`src/rtl/led_pattern_controller.sv`:
```
// Restartable LED bar pattern engine (OFF/SCAN/FILL/BLINK) with a speed-scaled step prescaler.
// Outputs are registered with 1-cycle latency, and pause freezes the prescaler and the pattern.
module led_pattern_controller #(
  parameter int WIDTH    = 10,
  parameter int TICK_DIV = 500000
) (
  input  logic             clk,
  input  logic             reset,
  input  logic [1:0]       mode_req,
  input  logic             mode_load,
  input  logic             speed_up,
  input  logic             speed_dn,
  input  logic             pause,
  output logic [WIDTH-1:0] out,
  output logic             step,
  output logic [1:0]       mode
);

  typedef enum logic [1:0] {M_OFF = 2'd0, M_SCAN = 2'd1, M_FILL = 2'd2, M_BLINK = 2'd3} mode_t;

  localparam int CW = $clog2(8 * TICK_DIV) + 1;
  localparam int PW = $clog2(WIDTH);
  localparam logic [WIDTH-1:0] ALL_ONES = {WIDTH{1'b1}};

  mode_t            r_mode, w_mode_nxt;
  logic [1:0]       r_spd, w_spd_nxt;
  logic [CW-1:0]    r_cnt, w_cnt_nxt, w_period;
  logic [PW-1:0]    r_pos, w_pos_nxt, w_pos_adv;
  logic             r_dir, w_dir_nxt, w_dir_adv;
  logic [WIDTH-1:0] r_out, w_out_nxt;
  logic             r_step, w_step_nxt;
  logic             w_due;

  always_ff @(posedge clk or posedge reset) begin
    if (reset) begin
      r_mode <= M_SCAN;
      r_spd  <= 2'd2;
      r_cnt  <= '0;
      r_pos  <= '0;
      r_dir  <= 1'b1;
      r_out  <= WIDTH'(1);
      r_step <= 1'b0;
    end else begin
      r_mode <= w_mode_nxt;
      r_spd  <= w_spd_nxt;
      r_cnt  <= w_cnt_nxt;
      r_pos  <= w_pos_nxt;
      r_dir  <= w_dir_nxt;
      r_out  <= w_out_nxt;
      r_step <= w_step_nxt;
    end
  end

  always_comb begin
    w_mode_nxt = r_mode;
    w_spd_nxt  = r_spd;
    w_cnt_nxt  = r_cnt;
    w_pos_nxt  = r_pos;
    w_dir_nxt  = r_dir;
    w_out_nxt  = r_out;
    w_step_nxt = 1'b0;

    w_period = CW'(TICK_DIV) << (2'd3 - r_spd);
    // >= rather than == so a speed-up that shrinks P below cnt fires at once
    w_due    = (r_cnt >= (w_period - CW'(1)));

    // Bounce turns around at the ends before moving, so endpoints dwell one step only
    w_dir_adv = r_dir;
    if (r_pos == PW'(WIDTH - 1)) w_dir_adv = 1'b0;
    else if (r_pos == '0)        w_dir_adv = 1'b1;
    w_pos_adv = w_dir_adv ? (r_pos + PW'(1)) : (r_pos - PW'(1));

    if (speed_up && !speed_dn && r_spd != 2'd3) w_spd_nxt = r_spd + 2'd1;
    if (speed_dn && !speed_up && r_spd != 2'd0) w_spd_nxt = r_spd - 2'd1;

    if (mode_load) begin
      w_mode_nxt = mode_t'(mode_req);
      w_cnt_nxt  = '0;
      w_pos_nxt  = '0;
      w_dir_nxt  = 1'b1;
      case (mode_t'(mode_req))
        M_SCAN:  w_out_nxt = WIDTH'(1);
        M_BLINK: w_out_nxt = ALL_ONES;
        default: w_out_nxt = '0;
      endcase
    end else if (!pause) begin
      if (w_due) begin
        w_cnt_nxt  = '0;
        w_step_nxt = 1'b1;
        case (r_mode)
          M_SCAN: begin
            w_dir_nxt = w_dir_adv;
            w_pos_nxt = w_pos_adv;
            w_out_nxt = WIDTH'(1) << w_pos_adv;
          end
          M_FILL:  w_out_nxt = (r_out == ALL_ONES) ? '0 : ((r_out << 1) | WIDTH'(1));
          M_BLINK: w_out_nxt = ~r_out;
          default: w_out_nxt = '0;
        endcase
      end else begin
        w_cnt_nxt = r_cnt + CW'(1);
      end
    end
  end

  assign out  = r_out;
  assign step = r_step;
  assign mode = r_mode;

endmodule

```
`config.mk`:
```
export PLATFORM = sky130hd
export DESIGN_NAME = led_pattern_controller
export DESIGN_NICKNAME = d
export VERILOG_FILES = /design/src/rtl/led_pattern_controller.sv
export SDC_FILE = /design/constraint.sdc
export NUM_CORES = 1
export LEC_CHECK = 0
export CORE_MARGIN = 4
export CORE_UTILIZATION = 50
export DETAILED_ROUTE_END_ITERATION = 12
export HOLD_SLACK_MARGIN = 0.08
export PLACE_DENSITY = 0.68
export SYNTH_ARGS = -nofsm -noshare
export SYNTH_HDL_FRONTEND = slang
export SYNTH_SLANG_ARGS = --single-unit
```
`constraint.sdc`:
```
create_clock -name clk -period 3.37 [get_ports clk]
set_clock_uncertainty 0.15 [all_clocks]
set_input_delay 1.011 -clock clk [delete_from_list [all_inputs] [get_ports clk]]
set_output_delay 1.011 -clock clk [all_outputs]
set_load 0.05 [all_outputs]
```
==> impl_metrics.yaml <==
run_status:
  status: "finished, final reports clean"
die:
  die_h_um: 87.0
  start_util_pct: 52.2
  io_pins: 21
  die_area_mm2: 0.00758
  rows: 28
  core_area_mm2: 0.00599
  die_x_um: 87.0
finish:
  final_cells: 434
  diodes: 0
  drive_gt1_share_pct: 9.75
  n_fill_cell: 517
  syn_to_final_growth_pct: 12.9
  finish.utilization_pct: 58.9
  finalNetCount: 399
place:
  place_inst: 426
  hpwlAfterDp_um: 5170
  routabilityCongestion: 0.887
  port_buffers: 20
cts:
  cts_repair_resize_count: 0
  cts.sinks: 43
  ctsRootBufferMaster: "clkbuf_8"
  cts_buffers: 5
  path_clk_slew_ns: 0.08
  cts_hold_repair.buffers: 0
  postCtsSetupBuffers: 0
  clkLatencyLatePin_ns: 0.30
  cts_buffer_depth: 2
  htree_levels: 2
  cts_tree: "yes"
worst_setup_path:
  critPathLaunch: "r_spd[1]$_DFFE_PP1P_"
  slowest_stage: "dfstp_2"
  arrival_ns: 3.06
  crit_chain: "inv_1 > ha_1 > ha_1 > nand4_1 > nor3_2 > o211ai_2 > a2111oi_4 > mux2_2"
  crit_path_start_kind: "flop"
  path_max_fanout: 7
  r2r_cells: 8
  required_ns: 3.41
  slowest_delay_ns: 0.60
  critical_path_class: "reg -> reg"
  crit_end: "r_pos[3]$_DFFE_PP0P_"
  end_kind: "flop"
  regToRegSetupSlack_ns: 0.35
  r2r_end: "r_pos[3]$_DFFE_PP0P_"
  cpMostUsedCell: "ha_1"
  timing.rr.start: "r_spd[1]$_DFFE_PP1P_"
power:
  power_mw: 1.47
  p_leak_nw: 1.50
  power_density_mw_per_mm2: 417
  vdd_ir_drop_max_uv: 282
grt:
  grt_pass1_wl_um: 12200
  grt_max_degree: 44
  antenna_found_initial: 0
  globalRouteOverflowTotal: 0
  grt_pass1_vias: 2524
  track_usage_pct: 20.5
sta:
  slew_violations: 0
  finalCritPeriodShare_pct: 89.7
  hold_viol_final: 0
  setup_viol: 0
  tightest_slew_ns: 0.616
  relSlewSlack_pct: 58.8
  fin_setup_tns_ns: 0
  fmax_ghz: 0.331
  rsz0062_at_grt: "no"
  fin_crit_ns: 3.02
run:
  drv_cap: 0
yosys:
  synth-edff-count: 0
  synth_area_mm2: 0.00312
  synthFlopType: "dfrtp_1"
  synthCells: 333
  ys_ff_latch: 43
  synth_top_area_share_pct: 31.2
  synth.avg_cell_area_um2: 9.38
  synthTopCellsByArea: "dfrtp_1 31%, ha_1 13%, xnor2_1 5.3%"
  async_reset_ff_share_pct: 100
  yosysWarnings: 0
  synth_top_area_cell: "dfrtp_1"
  synth-seq-area-share_pct: 34.6
  yosysUniqueCellTypes: 55
drt:
  drt_iter0_drc: 128
  vias_per_cell: 5.79
  drt-pass1-iter-count: 4
  dr_total_vias: 2514
  wire_per_inst_um: 16.3
  drc: 0
  finalWirelength_um: 7070
  ant_nets: 0
min_path:
  holdCritPathClass: "reg -> reg"
  worstHoldPathCells: 2
[sequential cells by signal, indices dropped and copies added (netlist names)]
signal / cells
r_cnt: 23
r_dir: 1
step: 1
r_pos: 4
out: 10
mode: 2
r_spd: 2
[how the worst min path moves through the flow]
| stage | startpoint | end | slack [ns] |
|---|---|---|---|
| 6_report | r_dir$_DFFE_PP1P_ | r_dir$_DFFE_PP1P_ | 0.39 |
| 5_1_grt | r_dir$_DFFE_PP1P_ | r_dir$_DFFE_PP1P_ | 0.41 |
| 4_1_cts | r_dir$_DFFE_PP1P_ | r_dir$_DFFE_PP1P_ | 0.39 |
| 3_5_place_dp | r_spd[1]$_DFFE_PP1P_ | r_spd[1]$_DFFE_PP1P_ | 0.38 |
| 3_3_place_gp | r_dir$_DFFE_PP1P_ | r_dir$_DFFE_PP1P_ | 0.38 |
| 2_1_floorplan | r_dir$_DFFE_PP1P_ | r_dir$_DFFE_PP1P_ | 0.34 |
[routing by layer]
| metal | global-route usage (%) | part of all wire, % |
|---|---|---|
| met2 | 34.7 | 49 |
| met4 | 5.24 | 1.0 |
| met5 | 0 | 0 |
| met3 | 3.78 | 3.2 |
| met1 | 26.9 | 46 |
[synth_stat cells (2+ instances only)]
| library cell | number |
|---|---|
| o41ai_1 | 3 |
| nor4_1 | 11 |
| and2_1 | 2 |
| o211ai_1 | 4 |
| buf_2 | 2 |
| a21oi_1 | 13 |
| conb_1 | 2 |
| nor3_2 | 2 |
| dfstp_2 | 4 |
| nor3b_1 | 4 |
| ha_1 | 32 |
| a41oi_1 | 7 |
| and3_1 | 4 |
| o21bai_1 | 2 |
| o31ai_1 | 2 |
| inv_1 | 28 |
| xor2_1 | 2 |
| nor2b_1 | 2 |
| mux2_2 | 4 |
| nor3_1 | 9 |
| mux2i_1 | 10 |
| clkbuf_1 | 7 |
| nand2_1 | 26 |
| o221a_2 | 2 |
| nand4_1 | 8 |
| o221ai_1 | 6 |
| nor2_1 | 30 |
| nand4_2 | 2 |
| xnor2_1 | 19 |
| a211oi_1 | 2 |
| nand2b_1 | 3 |
| nand3_1 | 8 |
| and4_1 | 2 |
| o21ai_0 | 9 |
| or3_1 | 2 |
| dfrtp_1 | 39 |
[metrics by stage]
stage / hold WS, ns / worst slack, ns / instance area, um^2
after global routing: 0.412 / 0.109 / 3530
after CTS: 0.393 / 0.344 / 3530
final: 0.392 / 0.348 / 3530
after detailed placement: 0.382 / 0.315 / 3440
after floorplan: 0.344 / 0.576 / 3130
after global placement: 0.379 / 0.390 / 3440
[critical path: cells and delay by family (launching register included)]
kind | cells | cell delay, ns
mux | 1 | 0.39
simple gates | 2 | 0.43
fa+ha+maj | 2 | 0.51
flops | 1 | 0.60
buf+inv | 1 | 0.11
compound gates | 2 | 0.71
[kinds of logic (layout without fill, tap and decap cells)]
family | after synthesis | in the layout | synth area share [%]
xor+xnor | 22 | 22 | 6.61
mux | 14 | 14 | 4.65
simple gates | 120 | 120 | 20.4
other cells | 2 | 3 | 0.240
buf+inv | 39 | 64 | 4.89
compound gates | 60 | 60 | 15.1
fa+ha+maj | 33 | 33 | 13.5
flops | 43 | 43 | 34.6
[power breakdown]
| group | switching [mW] | internal [mW] | leakage, nW | total, mW |
|---|---|---|---|---|
| combinational | 0.323 | 0.189 | 0.891 | 0.512 |
| sequential | 0.0631 | 0.564 | 0.572 | 0.627 |
| clock | 0.187 | 0.145 | 0.0412 | 0.332 |
| total | 0.573 | 0.898 | 1.50 | 1.47 |
[placed cells by master, fill, tap and decap left out, drive strengths merged, types with 2 or more instances in the layout]
| cell | n |
|---|---|
| a21oi | 13 |
| a41oi | 7 |
| nor2b | 2 |
| a211oi | 2 |
| nor3 | 11 |
| nand2 | 26 |
| clkinv | 2 |
| clkbuf | 6 |
| o31ai | 2 |
| o21bai | 2 |
| xnor2 | 19 |
| conb | 3 |
| and2 | 2 |
| o211ai | 5 |
| nand3 | 9 |
| ha | 32 |
| nor4 | 12 |
| dfstp | 4 |
| nand2b | 3 |
| clkdlybuf4s50 | 20 |
| mux2i | 10 |
| or3 | 2 |
| o21ai | 10 |
| and3 | 4 |
| nor2 | 30 |
| xor2 | 2 |
| mux2 | 4 |
| o41ai | 4 |
| nand4 | 10 |
| inv | 27 |
| buf | 8 |
| dfrtp | 39 |
| and4 | 2 |
| o221ai | 6 |
| nor3b | 4 |
| o221a | 2 |
[area by class of cell]
cell class / instances / area [um^2] / area share (%)
inverters: 28 / 105 / 2.98
clock inverters: 2 / 12.5 / 0.355
multi-input cells: 252 / 1900 / 53.9
flip-flops and latches: 43 / 1080 / 30.6
repair buffers: 28 / 260 / 7.38
well taps: 75 / 93.8 / 2.66
clock buffers: 6 / 72.6 / 2.06
No activity file was read; power rests on OpenSTA's default activity.
